[src/rtl/morse_pkg.sv]
// Shared constants and the symbol-buffer encoding used by the Morse decoder.
// Buffer convention: symbol k (0 = first keyed) lives at pattern bit k,
// 1 = dash, 0 = dit; bits at and above the length are always zero.
package morse_pkg;

  localparam int unsigned MAX_SYM = 6;
  localparam int unsigned SYM_W   = 3;
  localparam int unsigned PAT_W   = 6;
  localparam int unsigned CHAR_W  = 8;

  localparam logic [CHAR_W-1:0] SPACE = 8'h20;
  localparam logic [CHAR_W-1:0] BKSP  = 8'h08;
  localparam logic [CHAR_W-1:0] NUL   = 8'h00;

  // Table entry: code is written in keying order, first symbol as the MSB
  // of the low len bits, so entries read like the printed Morse code.
  typedef struct packed {
    logic [SYM_W-1:0]  len;
    logic [PAT_W-1:0]  code;
    logic [CHAR_W-1:0] ascii;
  } morse_entry_t;

  // Convert a keying-order code into the buffer's bit-k-is-symbol-k layout.
  function automatic logic [PAT_W-1:0] to_pattern(input logic [SYM_W-1:0] len,
                                                  input logic [PAT_W-1:0] code);
    logic [PAT_W-1:0] p;
    p = '0;
    for (int k = 0; k < int'(PAT_W); k++) begin
      if (k < int'(len)) p[k] = code[SYM_W'(int'(len) - 1 - k)];
    end
    return p;
  endfunction

endpackage

[src/rtl/morse_lut.sv]
// Combinational Morse code lookup: (len, pattern) -> ASCII plus legality.
// Optional macro MORSE_PUNCT_EN adds the . , ? / punctuation codes.
module morse_lut
  import morse_pkg::*;
(
  input  logic [SYM_W-1:0]  len,
  input  logic [PAT_W-1:0]  pattern,
  output logic [CHAR_W-1:0] ascii,
  output logic              legal
);

  localparam int unsigned N_BASE = 36;

  localparam morse_entry_t BASE_TABLE [N_BASE] = '{
    '{3'd2, 6'b01,    8'h41}, '{3'd4, 6'b1000,  8'h42}, '{3'd4, 6'b1010,  8'h43},
    '{3'd3, 6'b100,   8'h44}, '{3'd1, 6'b0,     8'h45}, '{3'd4, 6'b0010,  8'h46},
    '{3'd3, 6'b110,   8'h47}, '{3'd4, 6'b0000,  8'h48}, '{3'd2, 6'b00,    8'h49},
    '{3'd4, 6'b0111,  8'h4A}, '{3'd3, 6'b101,   8'h4B}, '{3'd4, 6'b0100,  8'h4C},
    '{3'd2, 6'b11,    8'h4D}, '{3'd2, 6'b10,    8'h4E}, '{3'd3, 6'b111,   8'h4F},
    '{3'd4, 6'b0110,  8'h50}, '{3'd4, 6'b1101,  8'h51}, '{3'd3, 6'b010,   8'h52},
    '{3'd3, 6'b000,   8'h53}, '{3'd1, 6'b1,     8'h54}, '{3'd3, 6'b001,   8'h55},
    '{3'd4, 6'b0001,  8'h56}, '{3'd3, 6'b011,   8'h57}, '{3'd4, 6'b1001,  8'h58},
    '{3'd4, 6'b1011,  8'h59}, '{3'd4, 6'b1100,  8'h5A},
    '{3'd5, 6'b11111, 8'h30}, '{3'd5, 6'b01111, 8'h31}, '{3'd5, 6'b00111, 8'h32},
    '{3'd5, 6'b00011, 8'h33}, '{3'd5, 6'b00001, 8'h34}, '{3'd5, 6'b00000, 8'h35},
    '{3'd5, 6'b10000, 8'h36}, '{3'd5, 6'b11000, 8'h37}, '{3'd5, 6'b11100, 8'h38},
    '{3'd5, 6'b11110, 8'h39}
  };

`ifdef MORSE_PUNCT_EN
  localparam int unsigned N_PUNCT = 4;

  localparam morse_entry_t PUNCT_TABLE [N_PUNCT] = '{
    '{3'd6, 6'b010101, 8'h2E}, '{3'd6, 6'b110011, 8'h2C},
    '{3'd6, 6'b001100, 8'h3F}, '{3'd5, 6'b10010,  8'h2F}
  };
`endif

  // Search the table; length 0 never matches, so an empty buffer is illegal.
  always_comb begin
    ascii = NUL;
    legal = 1'b0;
    for (int i = 0; i < int'(N_BASE); i++) begin
      if (len == BASE_TABLE[i].len &&
          pattern == to_pattern(BASE_TABLE[i].len, BASE_TABLE[i].code)) begin
        legal = 1'b1;
        ascii = BASE_TABLE[i].ascii;
      end
    end
`ifdef MORSE_PUNCT_EN
    for (int i = 0; i < int'(N_PUNCT); i++) begin
      if (len == PUNCT_TABLE[i].len &&
          pattern == to_pattern(PUNCT_TABLE[i].len, PUNCT_TABLE[i].code)) begin
        legal = 1'b1;
        ascii = PUNCT_TABLE[i].ascii;
      end
    end
`endif
  end

endmodule

[src/rtl/morse_decoder.sv]
// Morse symbol accumulator and character emitter fed by the single-button
// texter controller. Optional macro MORSE_PUNCT_EN (inside morse_lut)
// enables punctuation decoding.
module morse_decoder
  import morse_pkg::*;
#(
  parameter bit                EMIT_ERR = 1'b0,
  parameter logic [CHAR_W-1:0] ERR_CODE = 8'h3F
) (
  input  logic              clk,
  input  logic              reset_n,
  input  logic              nxt_char,
  input  logic              nxt_bit,
  input  logic              dash_dit,
  input  logic              out_char,
  input  logic              out_space,
  input  logic              back_sp,
  output logic              dc_error,
  output logic [CHAR_W-1:0] char_out,
  output logic              char_valid,
  output logic [SYM_W-1:0]  sym_len
);

  logic [PAT_W-1:0]  pattern;
  logic              ovf;
  logic [CHAR_W-1:0] lut_ascii;
  logic              lut_legal;

  morse_lut u_lut (
    .len     (sym_len),
    .pattern (pattern),
    .ascii   (lut_ascii),
    .legal   (lut_legal)
  );

  // Error flag depends only on registered buffer state.
  assign dc_error = (sym_len == '0) | ovf | ~lut_legal;

  // Symbol buffer: clear on nxt_char, then append on nxt_bit; overflow is sticky.
  always_ff @(posedge clk) begin
    if (!reset_n) begin
      pattern <= '0;
      sym_len <= '0;
      ovf     <= 1'b0;
    end else if (nxt_char) begin
      pattern <= PAT_W'(dash_dit & nxt_bit);
      sym_len <= SYM_W'(nxt_bit);
      ovf     <= 1'b0;
    end else if (nxt_bit) begin
      if (sym_len < SYM_W'(MAX_SYM)) begin
        pattern[sym_len] <= dash_dit;
        sym_len          <= sym_len + SYM_W'(1);
      end else begin
        ovf <= 1'b1;
      end
    end
  end

  // Output byte with priority back_sp > out_space > out_char; one pulse per strobe.
  always_ff @(posedge clk) begin
    if (!reset_n) begin
      char_out   <= NUL;
      char_valid <= 1'b0;
    end else begin
      char_valid <= 1'b0;
      if (back_sp) begin
        char_out   <= BKSP;
        char_valid <= 1'b1;
      end else if (out_space) begin
        char_out   <= SPACE;
        char_valid <= 1'b1;
      end else if (out_char) begin
        if (!dc_error) begin
          char_out   <= lut_ascii;
          char_valid <= 1'b1;
        end else if (EMIT_ERR) begin
          char_out   <= ERR_CODE;
          char_valid <= 1'b1;
        end
      end
    end
  end

endmodule

[config.mk]
export PLATFORM = sky130hd
export DESIGN_NAME = morse_decoder
export DESIGN_NICKNAME = d
export VERILOG_FILES = /design/src/rtl/morse_pkg.sv /design/src/rtl/morse_lut.sv /design/src/rtl/morse_decoder.sv
export SDC_FILE = /design/constraint.sdc
export NUM_CORES = 1
export LEC_CHECK = 0
export ABC_AREA = 1
export BUFFER_PORTS_ARGS = -buffer_cell sky130_fd_sc_hd__buf_4
export CORE_MARGIN = 2
export CORE_UTILIZATION = 61
export DETAILED_ROUTE_END_ITERATION = 12
export PLACE_DENSITY = 0.84
export SLEW_MARGIN = 30
export SYNTH_ARGS = -nofsm -noshare
export SYNTH_HDL_FRONTEND = slang
export SYNTH_HIERARCHICAL = 1
export SYNTH_SLANG_ARGS = --single-unit
[constraint.sdc]
create_clock -name clk -period 6.7 [get_ports clk]
set_clock_uncertainty 0.1 [all_clocks]
set_input_delay 1.34 -clock clk [delete_from_list [all_inputs] [get_ports clk]]
set_output_delay 1.34 -clock clk [all_outputs]
set_load 0.1 [all_outputs]
After elaboration in Yosys (flattened, before gate mapping)
Cells that the tools add are included.
{ "classes": {"bitwise": 7, "mux": 85, "mul": 0, "n_eq_ne": 27, "n_div": 0, "n_reduce_logical": 50, "addsub": 1, "order_cmp": 3, "shift": 0} }
{ "ops": {"columns": ["cell", "count"], "rows": [
  ["$mux 7", 34],
  ["$mux 1", 42],
  ["$eq 6x4->1 const B", 6],
  ["$mux 6", 6],
  ["$logic_and 1x1->1", 35],
  ["$eq 6x3->1 const B", 5],
  ["$eq 6x5->1 const B", 4],
  ["$eq 6x2->1 const B", 3],
  ["$eq 6x1->1 const B", 2],
  ["$reduce_and 2->1", 6],
  ["$bwmux 6", 1],
  ["$eq 3x2->1 const B", 2],
  ["$eq 3x3->1 const B", 2],
  ["$logic_not 6->1", 1],
  ["$reduce_bool 2->1", 3],
  ["$lt 3x4->1 const B", 1],
  ["$mux 4", 1],
  ["$not 1->1", 4],
  ["$reduce_or 2->1", 2],
  ["$add 3x1->3 const B", 1],
  ["$demux 1 s3", 1],
  ["$eq 3x1->1 const B", 1],
  ["$ge 3x1->1 const B", 1],
  ["$logic_not 3->1", 1],
  ["other kinds (7)", 8]
]} }
{ "word_totals": {"out_inout_bits": 13, "latch_bits": 0, "regBits": 18, "wordCells": 181, "mem_bits_rw": 0, "memories": 0, "rom_bits": 0, "in_bits": 8} }

Longest topological paths before layout
{ "depth": {"ltp_word": 42, "depth_mapped": 18, "depth_no_buf": 18} }

Hierarchy
Netlist, hierarchy kept.
{ "by_module_without_submodules": {"columns": ["module", "cells_each", "seq_area_each_um2", "area_per_inst_um2", "instances"], "rows": [
  ["morse_decoder", 125, 380.4, 889.6, 1],
  ["morse_lut", 132, 0.0, 639.4, 1]
]} }

Worst setup path after synthesis
OpenSTA, ideal clock, no wires.
{ "synth_timing": {"kind": "register to output", "start": "register sym_len[1]", "end": "output port dc_error", "n_path_buf": 0, "arrival_ns": 3.070, "path_slack_ns": 2.190, "stages_incl_launch_ff": 15, "t_required_ns": 5.260, "cell_sequence": "dfxtp_1 > inv_2 > nand2_4 > nor2_4 > inv_2 > nor2_1 > nand2_1 > nand2_2 > a211oi_1 > nand2_1 > nor3_1 > nand4_1 > inv_1 > nor2_8 > nand2_1"} }
{ "synth_between": {"elab_chain_cells": 38, "elab_cells_between_ends": 77, "cone_classes": "eq/ne (5); mux (34); bitwise (3); reduce/logical (35)"} }
{ "synth_lines": {"columns": ["item", "line", "rtl"], "rows": [
  ["start: declaration", "morse_decoder.sv:21", "output logic [SYM_W-1:0] sym_len"],
  ["start signal: assignment", "morse_decoder.sv:47", "sym_len <= SYM_W'(nxt_bit);"],
  ["start signal: assignment", "morse_decoder.sv:52", "sym_len <= sym_len + SYM_W'(1);"],
  ["$eq 3x2->1", "morse_lut.sv:44", "if (len == BASE_TABLE[i].len &&"],
  ["$logic_and 1x1->1", "morse_lut.sv:44", null],
  ["$mux 1 (33 in series)", "morse_lut.sv:44", null],
  ["$mux 1 *", "morse_lut.sv:44", null],
  ["net lut_legal", "morse_decoder.sv:27", "logic lut_legal;"],
  ["$not 1->1 *", "morse_decoder.sv:37", "assign dc_error = (sym_len == '0) | ovf | ~lut_legal;"],
  ["$or 1x1->1 *", "morse_decoder.sv:37", null],
  ["end: declaration", "morse_decoder.sv:18", "output logic dc_error,"]
]} }
Mark *: on every way through the listed nets, which the timed path passes. The rest lies on a longest branch.

Worst setup path in the final report
Ends and elaborated chain as after synthesis.

==> summary.md <==
| Metric | Value |
|---|---|
| Run status | `completed` |
| Largest cells by area after synthesis | `dfxtp_1 (25%), nand2_1 (17%), nor2_1 (9.3%)` |
| Final setup margin | `2590 ps` |
| Adder-cell share of the synthesized area | `1.64%` |
| GRT Util Overall | `27.2%` |
| Routed Antenna Nets | `0` |
| VDD IR max | `0.155 mV` |
| Post-synth top area cell | `dfxtp_1` |
| Place WS | `2940 ps` |
| Ant diodes | `0` |
| Via count | `approximately 1600` |
| Post-synth EDFFs | `0` |
| Area added between synthesis and finish | `12.2%` |
| Final setup fails | `0` |
| Worst reg2reg path endpoint | `char_out[3]` |
| Core ar. | `0.00243 mm²` |
| R2R Path Start | `sym_len[1]` |
| Post-Route WL | `3520 µm` |
| Unique masters post-synth | `35` |
| Port buffer count | `20` |
| Syn_area_per_cell | `5.95 µm²` |
| CP arrival | `2670 ps` |
| Post-CTS Setup Bufs | `0` |
| Largest family of logic cells by synthesized area | `simple AND/OR/NAND/NOR gates` |
| Power per standard cell area | `144 mW/mm²` |
| Most common library cells after synthesis | `nand2_1 (69), nor2_1 (38), inv_1 (33), dfxtp_1 (19), a21oi_1 (14)` |
| Initial Utilization | `62.9%` |
| Number of synthesis warnings | `6` |
| Crit path required time | `approximately 5300 ps` |
| Overflow after GRT | `0` |
| Final total power | `~250 µW` |
| Asr flop ratio synth | `0%` |
| Sink Count | `19` |
| Relative slew slack | `60.7%` |
| Layout Nets | `288` |
| Syn_nets | `approximately 270` |
| Standard-cell rows | `18` |
| Synth Instances | `~260` |
| Chip Width | `54.1 µm` |
| Max Clock Freq | `between 200 and 250 MHz` |
| Clk_lat worst skew | `290 ps` |
| CP Class | `reg2out` |
| Simple-Gate Fraction of Synth Area | `a little under half` |
| Fin crit share | `about three fifths` |
| Final Util | `70.5%` |
| Post-layout min period | `4110 ps` |
| Chip Height | `54.1 µm` |
| Synth Area in Compound Gates | `12.8%` |
| Mux cell area share after synthesis | `0%` |
| Post-Synth XOR/XNOR Area | `0%` |
| Vias in the first global route | `1404` |
| Yosys top cell area share | `approximately a quarter` |
| Setup TNS | `0 ps` |
| Clock transition at the registers of the reported paths | `110 ps` |
| DP HPWL | `2810 µm` |
| CTS resizes | `0` |
| Largest net degree at the start of global routing | `12` |
| Filler cells | `240` |
| Crit path capture type | `output port` |
| Hold-fix buffers, CTS | `0` |
| RePlAce Congestion | `about 1` |
| Hold Path Cell Cnt | `2` |
| Reg2reg path depth | `15` |
| H-tree Lvls | `1` |
| Flop2flop setup slack | `between 4000 and 5000 ps` |
| Worst Hold End | `char_out[1]` |
| DIE AREA | `0.00292 mm²` |
| DRC violations left | `0` |
| Initial DRC count | `96` |
| Final Hold Viols | `0` |
| Clk buf depth | `2` |
| Root Buffer | `clkbuf_4` |
| Total I/O pin count | `21` |
| Min Hold Slack | `370 ps` |
| Pleak | `0.000842 µW` |
| Max Cap Violations | `0` |
| Via density | `5.25` |
| RSZ-0062 raised after global routing | `no` |
| Register area share after synthesis | `24.9%` |
| CP Launch Type | `flop` |
| Cell Area, Synth | `0.00153 mm²` |
| Top-count cell post-synth | `nand2_1` |
| Hold WC Path Type | `reg2reg` |
| CTS buffer count | `3` |
| Drt first pass iters | `5` |
| Fraction of layout cells with a size suffix above 1 | `approximately 18%` |
| Final Max Tran Viols | `0` |
| Predominant post-synthesis flop cell | `dfxtp_1` |
| First-pass GRT wire length | `just under 6000 µm` |
| Post-synthesis sequential element count | `19` |
| Origin of the worst min-delay path | `char_out[1]` |
| Initial antenna violation count | `0` |
| TritonCTS clock tree | `done` |
| Critical Path Fanout Max | `11` |
| Post-DR wirelength/cell | `11.5 µm` |
| Worst-margin pin slew | `585 ps` |
-- power by group --
| part | switching [µW] | leakage [µW] | total, µW | internal [µW] |
|---|---|---|---|---|
| sequential | 4.82 | 0.000155 | 121 | 116 |
| combinational | 50.4 | 0.000673 | 69.8 | 19.5 |
| clock | 33.9 | 0.0000150 | 57.0 | 23.1 |
-- per-stage QoR --
step | area (µm²) | instances
global route | 1720 | 307
global placement | 1690 | 303
CTS | 1720 | 307
detailed placement | 1690 | 303
floorplan | 1530 | 257
finish | 1720 | 307
-- layer usage --
metal | GRT usage [%] | routed length [µm] | vias up
met2 | 44.7 | 1640 | 53
met5 | 0 | 0 | -
met3 | 4.44 | 179 | 6
met4 | 10.4 | 61 | 0
met1 | 35.6 | 1640 | 692
li1 | - | - | 862
-- how the worst max path moves through the flow --
stage | depth (start not counted) | end | startpoint | slack (ps)
finish | 15 | dc_error | sym_len[1] | 2590
global route | 15 | dc_error | sym_len[1] | 2320
CTS | 15 | dc_error | sym_len[1] | 2600
detailed placement | 15 | dc_error | sym_len[1] | 2940
global placement | 15 | dc_error | sym_len[1] | 2930
floorplan | 14 | dc_error | sym_len[1] | 2190
-- cell families (layout without fill, tap and decap cells) --
family / after synthesis / count (layout)
AOI/OAI and AO/OA: 33 / 33
adders and majority gates: 2 / 2
buffers and inverters: 48 / 68
DFF: 19 / 19
other: 1 / 1
and+or+nand+nor: 154 / 154
-- final cells by class --
class / count / area, µm² / share of cell area, %
multi-input cells: 190 / 951 / 55.4
flip-flops and latches: 19 / 380 / 22.2
inverters: 44 / 170 / 9.92
repair buffers: 20 / 150 / 8.75
well taps: 30 / 37.5 / 2.19
clock buffers: 4 / 26.3 / 1.53
-- state kept, by name, indices dropped and copies added, names as in the netlist --
signal,flops
pattern,6
char_out,8
ovf,1
sym_len,3
char_valid,1
-- worst max-delay path, stage by stage (launching register included) --
cell and delay (ps):
dfxtp_1 560, inv_2 90, nand2_4 90, nor2_4 60, inv_2 110, nor2_1 60
nand2_1 80, nand2_2 70, a211oi_1 240, nand2_1 120, nor3_1 220, nand4_1 130
inv_1 160, nor2_8 50, nand2_1 60, buf_4 280
-- layout by cell type (no fill, tap or decap) --
| cell | n |
|---|---|
| nand2_1 | 69 |
| nor2_1 | 38 |
| inv_1 | 33 |
| buf_4 | 20 |
| dfxtp_1 | 19 |
| a21oi_1 | 14 |
| nand3_1 | 11 |
| inv_2 | 9 |
| nand4_1 | 9 |
| o21ai_0 | 8 |
| nor3_1 | 8 |
| nor2_2 | 6 |
| nand2_4 | 3 |
| clkbuf_4 | 3 |
| o21ai_1 | 3 |
| a31oi_1 | 2 |
| ha_1 | 2 |
| nand2_2 | 2 |
| nor2_8 | 1 |
| clkinv_1 | 1 |
| nand3_4 | 1 |
| clkinv_4 | 1 |
| a311oi_1 | 1 |
| clkbuf_1 | 1 |
| o211a_1 | 1 |
| nor2_4 | 1 |
| nand3_2 | 1 |
| nor4_1 | 1 |
| a221oi_2 | 1 |
| a211oi_1 | 1 |
| o21a_1 | 1 |
| nor4_2 | 1 |
| or3_1 | 1 |
| or2_2 | 1 |
| o2111ai_1 | 1 |
| conb_1 | 1 |
Note: power is estimated with default switching activity, not from simulation.
